## src/rtl/vane_adc_sequencer_if.sv

```systemverilog
// Sample handshake bundle between the vane ADC sequencer and its consumer.
// The sequencer drives the captured frame, the extracted direction field and
// the valid/overrun flags; the consumer answers with Sample_Ack.
interface vane_adc_sequencer_if;
  logic [15:0] Frame;
  logic [9:0]  Sample;
  logic        Sample_Valid;
  logic        Sample_Ack;
  logic        Overrun;

  modport master (
    output Frame,
    output Sample,
    output Sample_Valid,
    output Overrun,
    input  Sample_Ack
  );

  modport slave (
    input  Frame,
    input  Sample,
    input  Sample_Valid,
    input  Overrun,
    output Sample_Ack
  );
endinterface

```

## src/rtl/vane_adc_sequencer.sv

```systemverilog
// Wind-vane SPI ADC sequencer. Runs one 16-bit read frame per conversion
// (chip select low for 33 half-periods, 16 SPICLK pulses, then a one
// half-period deselect gap) and hands the result to the core through a
// valid/ack handshake with a sticky overrun flag. Conversions start on a
// periodic timer (normal or demo period) or on an explicit Trigger; a request
// that arrives while busy is remembered in a single-entry pending flag.
module vane_adc_sequencer #(
  parameter int CLK_DIV       = 4,
  parameter int SAMPLE_PERIOD = 2000,
  parameter int DEMO_PERIOD   = 200,
  parameter int DATA_LSB      = 3
) (
  input  logic                        Clock,
  input  logic                        Reset,
  input  logic                        Enable,
  input  logic                        Demo,
  input  logic                        Trigger,
  input  logic                        MISO,
  output logic                        SPICLK,
  output logic                        nVaneCS,
  output logic                        Busy,
  vane_adc_sequencer_if.master        smp
);

  localparam int DIV_W   = (CLK_DIV > 1) ? $clog2(CLK_DIV) : 1;
  localparam int PER_MAX = (SAMPLE_PERIOD > DEMO_PERIOD) ? SAMPLE_PERIOD : DEMO_PERIOD;
  localparam int PER_W   = (PER_MAX > 1) ? $clog2(PER_MAX) : 1;

  typedef enum logic [2:0] {
    IDLE  = 3'd0,
    SETUP = 3'd1,
    SHIFT = 3'd2,
    HOLD  = 3'd3,
    GAP   = 3'd4
  } state_t;

  state_t             state_q, state_d;
  logic [DIV_W-1:0]   div_q, div_d;
  logic [5:0]         half_q, half_d;
  logic [PER_W-1:0]   pcnt_q, pcnt_d;
  logic               pend_q, pend_d;
  logic               sclk_q, sclk_d;
  logic               ncs_q, ncs_d;
  logic               busy_q, busy_d;
  logic [15:0]        sr_q, sr_d;
  logic [15:0]        frame_q, frame_d;
  logic [9:0]         sample_q, sample_d;
  logic               valid_q, valid_d;
  logic               ovr_q, ovr_d;

  logic               tick;
  logic               expired;
  logic               req;
  logic               start;
  logic               ack_take;
  logic [PER_W-1:0]   period_end;

  // Direction field sits at a fixed offset inside the raw ADC frame.
  function automatic logic [9:0] sample_field(input logic [15:0] f);
    return f[DATA_LSB +: 10];
  endfunction

  // Timer, request and handshake qualifiers shared by the next-state logic.
  always_comb begin
    period_end = Demo ? PER_W'(DEMO_PERIOD - 1) : PER_W'(SAMPLE_PERIOD - 1);
    expired    = Enable && (pcnt_q >= period_end);
    tick       = (state_q != IDLE) && (div_q == DIV_W'(CLK_DIV - 1));
    req        = Trigger || pend_q || expired;
    // A queued request may restart straight out of the gap, so the gap end
    // counts as an idle slot for starting the next frame.
    start      = req && ((state_q == IDLE) || ((state_q == GAP) && tick));
    ack_take   = smp.Sample_Ack && valid_q;
  end

  // Frame sequencing, shift capture, result handshake, timer and pending flag.
  always_comb begin
    state_d  = state_q;
    div_d    = div_q;
    half_d   = half_q;
    pcnt_d   = pcnt_q;
    pend_d   = pend_q;
    sclk_d   = sclk_q;
    ncs_d    = ncs_q;
    busy_d   = busy_q;
    sr_d     = sr_q;
    frame_d  = frame_q;
    sample_d = sample_q;
    valid_d  = valid_q;
    ovr_d    = ovr_q;

    // Half-period divider; half_q counts completed half-periods since E0.
    if (state_q != IDLE) begin
      if (tick) begin
        div_d  = '0;
        half_d = half_q + 6'd1;
      end else begin
        div_d = div_q + DIV_W'(1);
      end
    end

    if (ack_take) begin
      valid_d = 1'b0;
      ovr_d   = 1'b0;
    end

    case (state_q)
      IDLE: begin
      end
      SETUP: begin
        if (tick) begin
          sclk_d  = 1'b0;
          state_d = SHIFT;
        end
      end
      SHIFT: begin
        if (tick) begin
          if (!half_q[0]) begin
            sclk_d = 1'b0;
          end else begin
            // Rising SPICLK: capture MISO, MSB first.
            sclk_d = 1'b1;
            sr_d   = {sr_q[14:0], MISO};
            if (half_q == 6'd31) state_d = HOLD;
          end
        end
      end
      HOLD: begin
        if (tick) begin
          ncs_d    = 1'b1;
          frame_d  = sr_q;
          sample_d = sample_field(sr_q);
          valid_d  = 1'b1;
          if (valid_q && !ack_take) ovr_d = 1'b1;
          state_d  = GAP;
        end
      end
      GAP: begin
        if (tick) begin
          busy_d  = 1'b0;
          state_d = IDLE;
        end
      end
      default: state_d = IDLE;
    endcase

    if (start) begin
      state_d = SETUP;
      div_d   = '0;
      half_d  = '0;
      pcnt_d  = '0;
      pend_d  = 1'b0;
      sclk_d  = 1'b1;
      ncs_d   = 1'b0;
      busy_d  = 1'b1;
    end else begin
      if (!Enable)       pcnt_d = '0;
      else if (!expired) pcnt_d = pcnt_q + PER_W'(1);
      if ((state_q != IDLE) && (Trigger || expired)) pend_d = 1'b1;
    end
  end

  // Control and output registers; reset aborts any frame in flight.
  always_ff @(posedge Clock) begin
    if (Reset) begin
      state_q  <= IDLE;
      div_q    <= '0;
      half_q   <= '0;
      pcnt_q   <= '0;
      pend_q   <= 1'b0;
      sclk_q   <= 1'b1;
      ncs_q    <= 1'b1;
      busy_q   <= 1'b0;
      frame_q  <= '0;
      sample_q <= '0;
      valid_q  <= 1'b0;
      ovr_q    <= 1'b0;
    end else begin
      state_q  <= state_d;
      div_q    <= div_d;
      half_q   <= half_d;
      pcnt_q   <= pcnt_d;
      pend_q   <= pend_d;
      sclk_q   <= sclk_d;
      ncs_q    <= ncs_d;
      busy_q   <= busy_d;
      frame_q  <= frame_d;
      sample_q <= sample_d;
      valid_q  <= valid_d;
      ovr_q    <= ovr_d;
    end
  end

  // Shift register is fully rewritten by every frame, so it needs no reset.
  always_ff @(posedge Clock) begin
    sr_q <= sr_d;
  end

  assign SPICLK           = sclk_q;
  assign nVaneCS          = ncs_q;
  assign Busy             = busy_q;
  assign smp.Frame        = frame_q;
  assign smp.Sample       = sample_q;
  assign smp.Sample_Valid = valid_q;
  assign smp.Overrun      = ovr_q;

endmodule

```

## src/flat_wrapper.sv

```systemverilog
// flat-port wrapper written by rule: the top's interface ports become plain ports
module vane_adc_sequencer_flat 
#(
  parameter int CLK_DIV       = 4,
  parameter int SAMPLE_PERIOD = 2000,
  parameter int DEMO_PERIOD   = 200,
  parameter int DATA_LSB      = 3
)
  (Clock, Reset, Enable, Demo, Trigger, MISO, SPICLK, nVaneCS, Busy, smp_Frame, smp_Sample, smp_Sample_Valid, smp_Overrun, smp_Sample_Ack);
  vane_adc_sequencer_if smp_i ();
  input  logic Clock;
  input  logic Reset;
  input  logic Enable;
  input  logic Demo;
  input  logic Trigger;
  input  logic MISO;
  output logic SPICLK;
  output logic nVaneCS;
  output logic Busy;
  output wire logic [$bits(smp_i.Frame)-1:0] smp_Frame;
  output wire logic [$bits(smp_i.Sample)-1:0] smp_Sample;
  output wire logic [$bits(smp_i.Sample_Valid)-1:0] smp_Sample_Valid;
  output wire logic [$bits(smp_i.Overrun)-1:0] smp_Overrun;
  input wire logic [$bits(smp_i.Sample_Ack)-1:0] smp_Sample_Ack;
  assign smp_Frame = smp_i.Frame;
  assign smp_Sample = smp_i.Sample;
  assign smp_Sample_Valid = smp_i.Sample_Valid;
  assign smp_Overrun = smp_i.Overrun;
  assign smp_i.Sample_Ack = smp_Sample_Ack;
  vane_adc_sequencer #(.CLK_DIV(CLK_DIV), .SAMPLE_PERIOD(SAMPLE_PERIOD), .DEMO_PERIOD(DEMO_PERIOD), .DATA_LSB(DATA_LSB)) u_core (.Clock(Clock), .Reset(Reset), .Enable(Enable), .Demo(Demo), .Trigger(Trigger), .MISO(MISO), .SPICLK(SPICLK), .nVaneCS(nVaneCS), .Busy(Busy), .smp(smp_i));
endmodule
```

## config.mk

```make
export PLATFORM = sky130hd
export DESIGN_NAME = vane_adc_sequencer_flat
export DESIGN_NICKNAME = d
export VERILOG_FILES = /design/src/rtl/vane_adc_sequencer_if.sv /design/src/rtl/vane_adc_sequencer.sv /design/src/flat_wrapper.sv
export SDC_FILE = /design/constraint.sdc
export NUM_CORES = 1
export LEC_CHECK = 0
export CORE_MARGIN = 4
export CORE_UTILIZATION = 49
export CTS_CLUSTER_DIAMETER = 50
export DETAILED_ROUTE_END_ITERATION = 6
export HOLD_SLACK_MARGIN = 0.02
export PLACE_DENSITY = 0.73
export SKIP_LAST_GASP = 1
export SLEW_MARGIN = 0
export SYNTH_ARGS = -nofsm -noshare
export SYNTH_HDL_FRONTEND = slang
export SYNTH_SLANG_ARGS = --single-unit
```

## constraint.sdc

```tcl
create_clock -name Clock -period 4.6 [get_ports Clock]
set_clock_uncertainty 0.2 [all_clocks]
set_input_delay 0.46 -clock Clock [delete_from_list [all_inputs] [get_ports Clock]]
set_output_delay 0.46 -clock Clock [all_outputs]
set_load 0.03 [all_outputs]
```

### Word-level counts from Yosys, hierarchy flattened

Cells that the tools add are included.

* magnitude comparators: 1
* multiplexer cells: 26
* bitwise gates (word level): 2
* eq/ne operators: 19
* reductions and logical operators: 28
* add/sub/neg operators: 3

Operator list (count)
* two-way mux 3 bit: 6
* != test 3 x 1 -> 1 bit (second input constant): 6
* two-way mux 1 bit: 16
* one-hot mux 3 bit (5 select lines): 1
* != test 2 x 1 -> 1 bit (second input constant): 7
* AND reduction 7 bit: 2
* adder 11 x 1 -> 11 bit (second input constant): 1
* >= comparator 11 bit: 1
* two-way mux 11 bit: 1
* AND reduction 2 bit: 4
* nonzero test 2 bit: 4
* logical AND 1 bit: 7
* adder 6 x 1 -> 6 bit (second input constant): 1
* equality test 3 x 2 -> 1 bit (second input constant): 2
* equality test 6 x 5 -> 1 bit (second input constant): 1
* AND reduction 3 bit: 2
* logical OR 1 bit: 4
* equality test 3 x 1 -> 1 bit (second input constant): 1
* equality test 3 bit (second input constant): 1
* zero test 3 bit: 1
* nonzero test 3 bit: 1
* OR reduction 3 bit: 1
* adder 2 x 1 -> 2 bit (second input constant): 1
* equality test 2 bit (second input constant): 1
* 5 further kinds: 6

* input bits: 7
* logic and storage cells: 93
* register bits after elaboration: 70
* output and inout port bits: 31

### Depth between registers and ports, before layout

Gate-level depths: netlist (run 1).

* depth after elaboration: 7
* mapped depth: 7
* gate-level depth less buffers: 6

### Least setup slack after synthesis (run 1)

Ideal clock, no wire load.

* kind: in2reg
* start point: input Demo
* end point: register u_core.sclk_q, in the netlist u_core.SPICLK
* slack: 2.299 ns
* data arrival time: 1.982 ns
* library setup time: 0.120 ns
* stages: 6
* required time: 4.280 ns
* buffers on the path: 0
* path through: ha_1 a211oi_1 nor2_1 a2111oi_4 o21ai_2 a211o_1

* cells in the longest elaborated chain, start to end: 6

RTL lines
* start: declaration: line flat_wrapper.sv:14 `input logic Demo;`
* two-way mux 11 bit: line vane_adc_sequencer.sv:65 `period_end = Demo ? PER_W'(DEMO_PERIOD - 1) : PER_W'(SAMPLE_PERIOD - 1);`
* >= comparator 11 bit: line vane_adc_sequencer.sv:66 `expired = Enable && (pcnt_q >= period_end);`
* logical AND 1 bit: line vane_adc_sequencer.sv:66
* logical OR 1 bit: line vane_adc_sequencer.sv:68 `req = Trigger || pend_q || expired;`
* logical AND 1 bit: line vane_adc_sequencer.sv:71 `start = req && ((state_q == IDLE) || ((state_q == GAP) && tick));`
* OR reduction 2 bit (no line)
* end signal: assignment: line vane_adc_sequencer.sv:183 `sclk_q <= sclk_d;`
* end: declaration: line vane_adc_sequencer.sv:42 `logic sclk_q, sclk_d;`

Every way passes these cells.
A chain may end at the register's enable or synchronous reset.

### Worst setup path in the final report (run 1)

* start point: input Demo
* end point: register u_core.pcnt_q[2]

* cells in the longest elaborated chain, start to end: 6

RTL lines
* two-way mux 11 bit *: line vane_adc_sequencer.sv:65
* >= comparator 11 bit *: line vane_adc_sequencer.sv:66
* logical AND 1 bit *: line vane_adc_sequencer.sv:66
* logical OR 1 bit: line vane_adc_sequencer.sv:68
* logical AND 1 bit: line vane_adc_sequencer.sv:71
* OR reduction 3 bit (no line)
* end signal: assignment: line vane_adc_sequencer.sv:181 `pcnt_q <= pcnt_d;`
* end: declaration: line vane_adc_sequencer.sv:40 `logic [PER_W-1:0] pcnt_q, pcnt_d;`

Mark *: on every way between the ends. The rest lies on a longest branch, timed or not.

==> impl_metrics.toml, run 1 <==
[global_routing]
grt_pass1_wl_mm = 7.928
grt_pass1_vias = 1742
grt_max_degree = 24
track_usage_pct = 16.16
antenna_found_initial = 0
grt_overflow = 0

[detailed_routing]
routed_wl_mm = 4.718
vias_per_cell = 5.228
vias = 1877
antenna_left = 0
dr.pass1.iters = 4
drtIter0Drc = 136
post_drt_wl_per_cell_um = 13.14
drcViolationCount = 0

[clock_tree]
ctsResizeCount = 0
cts_max_path_buffers = 2
clkSinkCount = 60
cts_tree = "yes"
root_buffer = "clkbuf_8"
postCtsSetupRepairBufs = 0
numCtsBuffers = 9
insertion_delay_ps = 330
cts.hold.buffers_added = 0
cts_max_level = 3
path_clk_slew_ps = 70

[synthesis]
netlist.area_leader.share_pct = 34.71
netlist-cell-type-count = 45
syn_area_mm2 = 0.002537
ys.flop_type = "dfxtp_1"
synth-seq-area-share_pct = 53.65
synth_area_leaders = "dfxtp_1 (35%), edfxtp_1 (19%), nand2_1 (6.2%)"
ys_warn_count = 0
synth_seq_cells = 60
async_flop_share_pct = 0
synth_most_common_cell = "dfxtp_1"
syn-num-nets = 271
avgSynthCellArea_um2 = 9.873
yosysTopAreaCell = "dfxtp_1"
syn_inst = 257
synth-edff-count = 16
synth.cells.most_frequent = "dfxtp_1 (44), nand2_1 (42), a21oi_1 (26)"

[timing]
hold_slack_ps = 246.3
setup_viol = 0
fin_crit_sh_pct = 60.12
min_period_ps = 2766
drv_slew = 0
rsz0062_at_grt = "false"
maxSlewHeadroom_pct = 28.15
final_hold_viol_count = 0
fmax_mhz = 361.6
fin_setup_tns_ps = 0
worst_pin_slew_ps = 1072

[finish]
final_cells = 359
antenna_cells = 0
area_growth_pct = 22.63
postLayoutCellArea_mm2 = 0.003112
drive_gt1_share_pct = 7.534
layout.nets = 301

[power]
power.density_mw_per_mm2 = 370.7
pwr-share-clk_pct = 47.6
internal-power_w = 0.0009231
power_w = 0.001153
power.leakage_nw = 1.035
power_frac_seq_pct = 47.9
swShare_pct = 19.97
p_sw_w = 0.0002303
vdd_ir_drop_max_v = 0.0002725
power_frac_comb_pct = 4.6

[setup_path]
worstPathArrival_ps = 2810
path_class = "in2reg"
r2r_start = "u_core.div_q[0]$_SDFFE_PP0N_"
startpoint_type = "input pin"
critPathMaxFanout = 11
critPathRequiredTime_ps = 4650
rr_endpoint = "u_core.smp.Overrun$_SDFF_PP0_"
r2r_cells = 5
critPathCaptureType = "register"
reg2reg_slack_ps = 2140

[floorplanning]
die_area_mm2 = 0.006394
design.core.area_mm2 = 0.004880
ioPinCount = 38
initial_core_util_pct = 52.00
rows = 25
die_h_um = 79.96
die_w_um = 79.96

[placed_design]
portBuffers = 37
place_inst = 343
gp_congestion = 0.8382
placement.cell_area_mm2 = 0.002882
dp_hpwl_mm = 3.182

[min_path]
hold_start = "u_core.sr_q[2]$_DFFE_PP_"
worstHoldPathCells = 0
min_path_type = "reg2reg"
hold-path-endpoint = "u_core.sr_q[3]$_DFFE_PP_"

[status]
status = "finished clean"

[job]
cap_violations = 0
## per-stage QoR
stage | util [%] | worst slack [ps]
after floorplan | - | 2299
after global placement | 59.05 | 1543
after detailed placement | 59.05 | 1500
after CTS | 63.77 | 1847
after global routing | 63.77 | 1643
final | 63.77 | 1834
## placed cells by master, fill, tap and decap left out, types with 2 or more instances in the layout
| cell type | Yosys | final |
|---|---|---|
| xnor2_1 | 9 | 9 |
| a21oi_1 | 26 | 26 |
| inv_1 | 5 | 5 |
| and3_1 | 2 | 2 |
| xor2_1 | 4 | 4 |
| bufinv_16 | 0 | 3 |
| a2111oi_0 | 2 | 2 |
| nor3_1 | 8 | 8 |
| dfxtp_1 | 44 | 44 |
| edfxtp_1 | 16 | 16 |
| clkdlybuf4s50_1 | 0 | 37 |
| clkinv_1 | 0 | 2 |
| a211oi_1 | 3 | 3 |
| nor2b_1 | 4 | 4 |
| ha_1 | 7 | 7 |
| o21ai_0 | 3 | 3 |
| nor2_1 | 23 | 23 |
| nand2b_1 | 3 | 3 |
| clkbuf_8 | 0 | 9 |
| mux2i_1 | 3 | 3 |
| nand2_1 | 42 | 42 |
| nand4_1 | 6 | 6 |
| nor3_2 | 2 | 2 |
| nand3_1 | 4 | 4 |
| o21ai_2 | 2 | 2 |
## power groups by stage
stage | Sequential (W) | Combinational [W] | Clock, W
global route | 0.000553 | 0.0000584 | 0.000587
floorplan | 0.000564 | 0.0000357 | 0
detailed placement | 0.000564 | 0.0000528 | 0
finish | 0.000552 | 0.0000526 | 0.000548
global placement | 0.000564 | 0.0000521 | 0
CTS | 0.000552 | 0.0000531 | 0.000562
## cell type report
class	count	area, µm²
Timing Repair Buffer	38	377.9
Clock buffer	10	127.6
Inverter	5	18.77
Clock inverter	6	102.6
Multi-Input combinational cell	173	1040
Tap cell	67	83.83
Fill cell	407	1768
Sequential cell	60	1361
## critical path, cell delays in order
cell and delay [ps]:
clkdlybuf4s50_1 480, ha_1 360, a211oi_1 300, nor2_1 180, a2111oi_4 420, o211ai_2 310, a311oi_1 300
## metal layers
layer	vias up	wire (µm)	track usage (%)
met1	879	2243	20.48
li1	961	-	-
met3	5	210	6.321
met2	32	2211	24.75
met5	-	0	0
met4	0	53	6.081
## flip-flops by register name, summed over array words and instances, names as in the netlist
signal and flops:
u_core.pend_q 1, u_core.smp.Overrun 1, u_core.smp.Frame 7, u_core.sr_q 16, u_core.smp.Sample_Valid 1, u_core.pcnt_q 11, u_core.Busy 1, u_core.half_q 6
u_core.div_q 2, u_core.state_q 3, u_core.smp.Sample 9, u_core.nVaneCS 1, u_core.SPICLK 1
## cells by family after synthesis
kind of cell,count (synthesis),synth area share [%]
simple gates,100,18.29
xor+xnor,13,4.487
buf+inv,24,5.375
compound gates,50,13.56
mux,3,1.183
fa+ha+maj,7,3.452
flops,60,53.65
## worst max-delay path by stage
stage / from / to / slack [ps]
after global routing: Demo / u_core.pcnt_q[2]$_SDFFE_PP0N_ / 1640
after global placement: Demo / u_core.pcnt_q[2]$_SDFFE_PP0N_ / 1540
after CTS: Demo / u_core.pcnt_q[2]$_SDFFE_PP0N_ / 1850
final: Demo / u_core.pcnt_q[2]$_SDFFE_PP0N_ / 1830
after floorplan: Demo / u_core.SPICLK$_SDFFE_PP1P_ / 2300
after detailed placement: Demo / u_core.pcnt_q[2]$_SDFFE_PP0N_ / 1500
(Power assumes the default switching activity.)
==> inputs of run 2 (changes only) <==
==> constraint.sdc (replaced) <==
create_clock -name Clock -period 2.62 [get_ports Clock]
set_clock_uncertainty 0.2 [all_clocks]
set_input_delay 0.262 -clock Clock [delete_from_list [all_inputs] [get_ports Clock]]
set_output_delay 0.262 -clock Clock [all_outputs]
set_load 0.03 [all_outputs]
==> run 2 against run 1 <==
  * Worst hold slack better by 4.0 ps
  * Sequential cell count unchanged
  * Clock power increased by 62%
  * Highest routed layer unchanged
  * Non-clock buffer count grew 11
  * Design area rose by 2.0%
  * Routed wire length is 4.8% higher
  * Largest power group unchanged
  * Sequential power rose by 76%
  * Final cell count is 3.1% higher
  * Global-route usage rose by 0.87 points
==> impl_metrics.toml, run 2 (synthesis results as in run 1) <==
[status]
status = "finished clean"

[finish]
final_cell_mix = "dfxtp_1 (44), nand2_1 (42), clkdlybuf4s50_1 (37), a21oi_1 (26), nor2_1 (23)"
final_common_cell = "dfxtp_1"
antenna_cells = 0
multi_input_area_mm2 = 0.001040
fillers = 413
final_cells = 370
layout.nets = 312
final-seq-area_mm2 = 0.001361
largest_register_ffs = 16
area_growth_pct = 25.05
largest-register = "u_core.sr_q"
drive_gt1_share_pct = 11.22

[timing]
maxSlewHeadroom_pct = 63.67
layout_setup_ws_ps = 341.5
min_period_ps = 2279
setup_viol = 0
fin_crit_sh_pct = 86.97
worst_pin_slew_ps = 531.2
fin_setup_tns_ps = 0
drv_slew = 0
rsz0062_at_grt = "false"
fmax_mhz = 438.9
final_hold_viol_count = 0
hold_slack_ps = 250.3

[detailed_routing]
antenna_left = 0
drtIter0Drc = 111
routed_wl_mm = 4.946
drcViolationCount = 0
vias_per_cell = 5.211
dr.pass1.iters = 4
vias = 1928
post_drt_wl_per_cell_um = 13.37

[clock_tree]
cts_max_path_buffers = 2
postCtsSetupRepairBufs = 0
ctsResizeCount = 0
clkSinkCount = 60
path_clk_slew_ps = 70
root_buffer = "clkbuf_8"
cts_tree = "yes"
cts_max_level = 3
cts.hold.buffers_added = 0
insertion_delay_ps = 330
numCtsBuffers = 9

[setup_path]
critPathRequiredTime_ps = 2640
r2r_start = "u_core.pcnt_q[9]$_SDFFE_PP0N_"
r2r_cells = 7
critical-path-max-stage-delay_ps = 530
path_class = "in2reg"
reg2reg_slack_ps = 430
cp_cell_sequence = "clkdlybuf4s50_1 > buf_4 > ha_1 > nand4_1 > nor2_1 > buf_4 > a2111oi_0 > xnor2_1 > nor2_1"
critPathMaxFanout = 4
slowest_stage = "a2111oi_0"
critPathCaptureType = "register"
worstPathArrival_ps = 2300
rr_endpoint = "u_core.pcnt_q[3]$_SDFFE_PP0N_"
startpoint_type = "input pin"

[global_routing]
track_usage_pct = 17.03
grt_overflow = 0
grt_pass1_vias = 1812
grt_max_degree = 21
grt_pass1_wl_mm = 8.473
antenna_found_initial = 0

[min_path]
hold_start = "u_core.sr_q[11]$_DFFE_PP_"
min_path_type = "reg2reg"
worstHoldPathCells = 0
hold-path-endpoint = "u_core.sr_q[12]$_DFFE_PP_"

[floorplanning]
die_area_mm2 = 0.006394
design.core.area_mm2 = 0.004880
die_h_um = 79.96
rows = 25
initial_core_util_pct = 52.00
die_w_um = 79.96
ioPinCount = 38

[placed_design]
portBuffers = 37
dp_hpwl_mm = 3.482
gp_congestion = 0.8580
place_inst = 354
place_ws_ps = 13.47

[power]
vdd_ir_drop_max_v = 0.0004082
power.leakage_nw = 1.078
power.density_mw_per_mm2 = 616.5
power_w = 0.001956

[job]
cap_violations = 0
run 2: changes by cell type in the layout (fill, tap and decap cells not counted):
| cell | before | now |
|---|---|---|
| clkbuf_1 | 1 | 2 |
| clkinvlp_4 | 0 | 1 |
| clkinv_1 | 2 | 0 |
| bufinv_16 | 3 | 2 |
| clkinv_2 | 1 | 2 |
| buf_4 | 1 | 12 |
run 2: worst max-delay path: cells and delay by family:
kind	cells	cell delay (ps)
simple gates	3	290
xor+xnor	1	180
compound gates	1	530
fa+ha+maj	1	280
buf+inv	3	770
run 2: metrics by stage:
stage / area, µm² / utilization [%]
finish: 3173 / 65.03
global route: 3173 / 65.03
CTS: 3173 / 65.03
detailed placement: 2964 / 60.74
global placement: 2964 / 60.74
floorplan: 2537 / -
run 2: where the power goes:
group	total [W]	leakage (nW)	internal, W	switching (W)
logic	0.000101	0.476	0.0000464	0.0000544
clock network	0.000886	0.103	0.000533	0.000353
registers	0.000969	0.499	0.000957	0.0000125
total	0.00196	1.08	0.00154	0.000420
run 2: how the worst max path moves through the flow:
stage / startpoint / endpoint / depth (start not counted)
6_report: Demo / u_core.pcnt_q[5]$_SDFFE_PP0N_ / 9
5_1_grt: Demo / u_core.half_q[1]$_SDFFE_PP0P_ / 9
4_1_cts: Demo / u_core.pcnt_q[7]$_SDFFE_PP0N_ / 9
3_5_place_dp: Demo / u_core.pcnt_q[5]$_SDFFE_PP0N_ / 9
3_3_place_gp: Demo / u_core.pcnt_q[3]$_SDFFE_PP0N_ / 8
2_1_floorplan: u_core.pcnt_q[9]$_SDFFE_PP0N_ / u_core.SPICLK$_SDFFE_PP1P_ / 6
run 2: layout make-up:
class | instances | area share (%)
flip-flops and latches | 60 | 42.90
clock buffers | 11 | 4.140
multi-input cells | 173 | 32.77
clock inverters | 5 | 2.445
well taps | 67 | 2.642
repair buffers | 49 | 14.51
inverters | 5 | 0.5915
run 2: layer usage:
metal,wire [µm],GRT usage [%],up-vias
met5,0,0,-
met4,112,9.122,0
met3,180,3.725,11
met2,2340,25.58,40
met1,2313,22.74,895
li1,-,-,982
